**src/rtl/sv_status_tracker.sv**
```systemverilog
// Multi-channel IDLE/BUSY/DONE/ERROR status tracker. It applies only legal transitions,
// flags illegal requests, counts transitions per channel and drives aggregate summary outputs.
module sv_status_tracker #(
    parameter int NUM_CH = 4,
    parameter int CNT_W  = 8
) (
    input  logic                          clk,
    input  logic                          rst,
    input  logic [NUM_CH-1:0]             upd_valid,
    input  logic [2*NUM_CH-1:0]           upd_state,
    input  logic [NUM_CH-1:0]             err_clr,
    input  logic                          cnt_clr,
    output logic [2*NUM_CH-1:0]           state_out,
    output logic [NUM_CH-1:0]             chg_pulse,
    output logic [NUM_CH-1:0]             illegal_flag,
    output logic [CNT_W*NUM_CH-1:0]       trans_cnt,
    output logic                          any_error,
    output logic                          all_idle,
    output logic [$clog2(NUM_CH+1)-1:0]   busy_count
);

    localparam int BC_W = $clog2(NUM_CH + 1);

    typedef enum logic [1:0] {
        ST_IDLE  = 2'b00,
        ST_BUSY  = 2'b01,
        ST_DONE  = 2'b10,
        ST_ERROR = 2'b11
    } state_e;

    // Transition table. Same-state requests are screened out before this is consulted.
    function automatic logic is_legal(input state_e cur, input state_e nxt);
        logic ok;
        ok = 1'b0;
        case (cur)
            ST_IDLE:  ok = (nxt == ST_BUSY);
            ST_BUSY:  ok = (nxt == ST_DONE) || (nxt == ST_ERROR);
            ST_DONE:  ok = (nxt == ST_IDLE) || (nxt == ST_BUSY);
            default:  ok = 1'b0;
        endcase
        return ok;
    endfunction

    genvar gi;
    generate
        for (gi = 0; gi < NUM_CH; gi++) begin : g_ch
            state_e              state_q, state_d;
            state_e              req;
            logic                chg_q, chg_d;
            logic                flag_q, flag_d;
            logic [CNT_W-1:0]    cnt_q, cnt_d;

            assign req = state_e'(upd_state[2*gi +: 2]);

            always_comb begin
                state_d = state_q;
                chg_d   = 1'b0;
                flag_d  = flag_q;
                // err_clr owns the channel this cycle; any concurrent update is dropped silently.
                if (err_clr[gi]) begin
                    flag_d = 1'b0;
                    if (state_q == ST_ERROR) begin
                        state_d = ST_IDLE;
                        chg_d   = 1'b1;
                    end
                end else if (upd_valid[gi] && (req != state_q)) begin
                    if (is_legal(state_q, req)) begin
                        state_d = req;
                        chg_d   = 1'b1;
                    end else begin
                        flag_d = 1'b1;
                    end
                end
            end

            // A clear wins over a same-cycle change, so that change is not counted.
            always_comb begin
                cnt_d = cnt_q;
                if (cnt_clr) begin
                    cnt_d = '0;
                end else if (chg_d && (cnt_q != {CNT_W{1'b1}})) begin
                    cnt_d = cnt_q + CNT_W'(1);
                end
            end

            always_ff @(posedge clk) begin
                if (rst) begin
                    state_q <= ST_IDLE;
                    chg_q   <= 1'b0;
                    flag_q  <= 1'b0;
                    cnt_q   <= '0;
                end else begin
                    state_q <= state_d;
                    chg_q   <= chg_d;
                    flag_q  <= flag_d;
                    cnt_q   <= cnt_d;
                end
            end

            assign state_out[2*gi +: 2]       = state_q;
            assign chg_pulse[gi]              = chg_q;
            assign illegal_flag[gi]           = flag_q;
            assign trans_cnt[CNT_W*gi +: CNT_W] = cnt_q;
        end
    endgenerate

    always_comb begin
        any_error  = 1'b0;
        all_idle   = 1'b1;
        busy_count = '0;
        for (int c = 0; c < NUM_CH; c++) begin
            if (state_out[2*c +: 2] == ST_ERROR) any_error = 1'b1;
            if (state_out[2*c +: 2] != ST_IDLE)  all_idle  = 1'b0;
            if (state_out[2*c +: 2] == ST_BUSY)  busy_count = busy_count + BC_W'(1);
        end
    end

endmodule
```
**config.mk**
```make
export PLATFORM = sky130hd
export DESIGN_NAME = sv_status_tracker
export DESIGN_NICKNAME = d
export VERILOG_FILES = /design/src/rtl/sv_status_tracker.sv
export SDC_FILE = /design/constraint.sdc
export NUM_CORES = 1
export LEC_CHECK = 0
export BUFFER_PORTS_ARGS = -buffer_cell sky130_fd_sc_hd__buf_2
export CAP_MARGIN = 10
export CORE_ASPECT_RATIO = 1.4
export CORE_UTILIZATION = 50
export CTS_BUF_LIST = sky130_fd_sc_hd__clkbuf_4 sky130_fd_sc_hd__clkbuf_8
export CTS_CLUSTER_SIZE = 8
export DETAILED_ROUTE_END_ITERATION = 10
export GPL_ROUTABILITY_DRIVEN = 0
export GPL_TIMING_DRIVEN = 0
export PLACE_DENSITY_LB_ADDON = 0.25
export SKIP_CTS_REPAIR_TIMING = 1
export SYNTH_ARGS = -nofsm -noshare
export SYNTH_HDL_FRONTEND = slang
export SYNTH_SLANG_ARGS = --single-unit
export TNS_END_PERCENT = 10
```
**constraint.sdc**
```tcl
create_clock -name clk -period 1.6 [get_ports clk]
set_input_delay 0.08 -clock clk [delete_from_list [all_inputs] [get_ports clk]]
set_output_delay 0.08 -clock clk [all_outputs]
set_load 0.005 [all_outputs]
```
==> impl_metrics.ini <==
[setup_path]
r2r_slack_ps = -70
timing.critical_path.cells = buf_8, nand2b_4, ha_4, xnor2_4, ha_1, mux2_4, buf_6
critPathKind = register to output port
largest_fanout_of_any_net_on_the_critical_path = 4
path_buf_inv = 2
worstReg2RegEnd = g_ch[1].cnt_q[3]
cp_data_arrival_time_ps = 1990
cpPeakStageDelay_ps = 340
critical_path.reg2reg.startpoint = g_ch[1].state_q[0]
cpMaxStageDelayCell = sky130_fd_sc_hd__dfxtp_2
worst_ep_required_time_ps = 1520
critPathLaunchType = register
critPathTopFamily = adder cells
critPathCaptureType = output port
reg2reg_depth = 6

[die]
dieHeight_microns = 91.88
die_x_microns = 66.20
core_region_area_sq_um = 5525
fp.dieArea_sq_um = 6082
initial_core_util_pct = 52.22
std_cell_rows = 32
num_io_pins = 72

[place]
place_inst = 488
placement.io_buffers = 69
dp.final_hpwl_microns = 4906
placement.setup.worst_slack_ps = -246.2

[hold_path]
worstHoldEndpoint = g_ch[1].flag_q
timing.hold.worst_path_depth = 2
holdCritPathClass = input port to register
holdCritStartpoint = err_clr[1]

[synth]
synth_cells = 351
postSynthAreaPerCell_sq_um = 8.220
postSynth.topFlopCell = sky130_fd_sc_hd__dfxtp_1
yosysTopAreaCellShare_pct = 33.30
yosys_warnings = 0
synth.yosys.seq_area_share_pct = 33.30
syn_area_sq_um = 2885
synth.cells.most_frequent = sky130_fd_sc_hd__dfxtp_1, sky130_fd_sc_hd__nor2_1, sky130_fd_sc_hd__a21oi_1
synth_cell_type_count = 52
synth.top_cells.by_area = sky130_fd_sc_hd__dfxtp_1, sky130_fd_sc_hd__a21oi_1, sky130_fd_sc_hd__nor2_1, sky130_fd_sc_hd__xnor2_1, sky130_fd_sc_hd__nand2_1
synthArstFlopShare_pct = 0
yosys.cell_count.top_type = sky130_fd_sc_hd__dfxtp_1
synth_largest_area_cell = sky130_fd_sc_hd__dfxtp_1
synth_enable_flop_cells = 0
syn_nets = 377
ys_ff_latch = 48

[timing]
fin_ws_ps = -465.4
number_of_max_slew_violations_in_the_final_report = 0
finalWorstPathRequiredPeriod_ps = 2065
finalHoldViolations = 0
skew_ps = 2.421
finalSetupViolations = 10
rsz_0062_raised_after_global_routing = true
worst_slew_pin_slew_ps = 658.1
timing.fmax_mhz = 484.2
fin_crit_sh_pct = 129.1
slew-limit-headroom_pct = 55.97

[cts]
num_cts_buffers = 5
worstSkewPairLatency_ps = 290
tritoncts = built
max-clock-path-buffers = 2
clk_pin_slew_worst_paths_ps = 80
htree_num_levels = 2
cts-root-buf = sky130_fd_sc_hd__clkbuf_8
clock-sinks = 48

[final_layout]
cell_count_final_fillers_out = 502
area_overhead_of_the_layout_relative_to_synthesis_pct = 25.76
share_of_the_core_filled_with_cells_in_the_final_layout_pct = 65.67
number_of_nets_in_the_final_layout = 460
diodes = 0
area_occupied_by_multi_input_gates_sq_um = 1858
seq_area_sq_um = 974.7
final_layout_size_suffix_gt1_share_pct = 33.41
fill_cells = 506

[routing]
dr.max_layer_used = met4
routed-via-count = 2762
routed-wl-met2_microns = 3434
drt-met1-wl_microns = 2892
postRouteWirelength_microns = 6651
dr.first_iter.drc_count = 164
routed_wire_length_per_instance_microns = 13.25
via_per_inst = 5.502
drc = 0
drt_pass1_iterations = 4
drt.antenna.violating_nets = 0
dr_wl_met3_microns = 250

[job]
max_cap_violations = 0

[global_routing]
first_global_vias = 2567
grt.total_usage_pct = 22.75
grt_pass1_wl_microns = 11000
antenna_violations_before_repair = 0
grt_overflow = 0
grt_max_degree = 14

[power]
pwr_density_cell_nw_per_um2 = 615.0
static-leakage-power_nw = 1.553
irDropWorstVdd_v = 0.0005206

[status]
status = complete, but fails checks
failed_checks = negative setup slack
## registers in the layout (all words and copies together), names as in the netlist
signal	flops
g_ch.flag_q	4
g_ch.state_q	8
g_ch.chg_q	4
g_ch.cnt_q	32
## layout by cell type (no fill, tap or decap), types with 9 or more instances in the layout
| cell type | Yosys | routed |
|---|---|---|
| sky130_fd_sc_hd__a21oi_1 | 35 | 33 |
| sky130_fd_sc_hd__buf_2 | 6 | 71 |
| sky130_fd_sc_hd__buf_4 | 8 | 15 |
| sky130_fd_sc_hd__dfxtp_1 | 48 | 41 |
| sky130_fd_sc_hd__nand2_1 | 30 | 30 |
| sky130_fd_sc_hd__nand2b_1 | 12 | 9 |
| sky130_fd_sc_hd__nand3_1 | 13 | 13 |
| sky130_fd_sc_hd__nor2_1 | 38 | 38 |
| sky130_fd_sc_hd__nor2b_1 | 10 | 10 |
| sky130_fd_sc_hd__xnor2_1 | 14 | 13 |
## per-layer routing
metal  track usage, %  vias to the layer above
li1                 -                     1403
met1            26.26                     1306
met2            40.82                       47
met3            4.851                        6
met4            6.738                        0
met5                0                        -
## worst max path at each step
stage                             startpoint            end  slack, ps  depth (start not counted)
after global placement    g_ch[2].state_q[1]  busy_count[1]       -180                          7
after detailed placement  g_ch[2].state_q[1]  busy_count[1]       -250                          7
after floorplan           g_ch[0].state_q[0]  busy_count[1]          4                          6
final                     g_ch[0].state_q[1]  busy_count[1]       -470                          7
after global routing      g_ch[0].state_q[1]  busy_count[1]       -540                          7
after CTS                 g_ch[2].state_q[1]  busy_count[1]       -580                          7
## cell type report
class	instances	area share [%]
Multi-Input combinational cell	271	51.21
Sequential cell	48	26.86
Timing Repair Buffer	76	11.21
Buffer	24	4.897
Clock buffer	7	2.655
Tap cell	68	2.345
Inverter	8	0.8276
## metrics by stage
stage               TNS (ps)  hold WS [ps]  total power, mW  cell area (sq um)
finish                 -1355         28.62            2.231               3628
detailed placement    -826.2         326.0            1.473               3382
global placement      -371.7         326.5            1.466               3382
CTS                    -2022         5.431            2.236               3478
global route           -2946         21.82            2.336               3628
floorplan                  0         159.3            1.386               2952
## cell families (layout without fill, tap and decap cells)
kind of cell | count (synthesis) | after routing | share of synthesized area [%]
and+or+nand+nor | 156 | 156 | 29.88
AOI/OAI and AO/OA | 88 | 88 | 21.73
DFF | 48 | 48 | 33.30
buffers and inverters | 32 | 115 | 5.725
xor gates and xnor gates | 15 | 15 | 4.553
adders and majority gates | 7 | 7 | 3.035
muxes | 5 | 5 | 1.778
## report_power, final
| group | leakage (nW) | internal, mW | switching (mW) |
|---|---|---|---|
| Sequential | 0.391 | 1.20 | 0.00872 |
| Clock | 0.0503 | 0.385 | 0.384 |
| Combinational | 1.11 | 0.112 | 0.140 |
(Power assumes the default switching activity.)
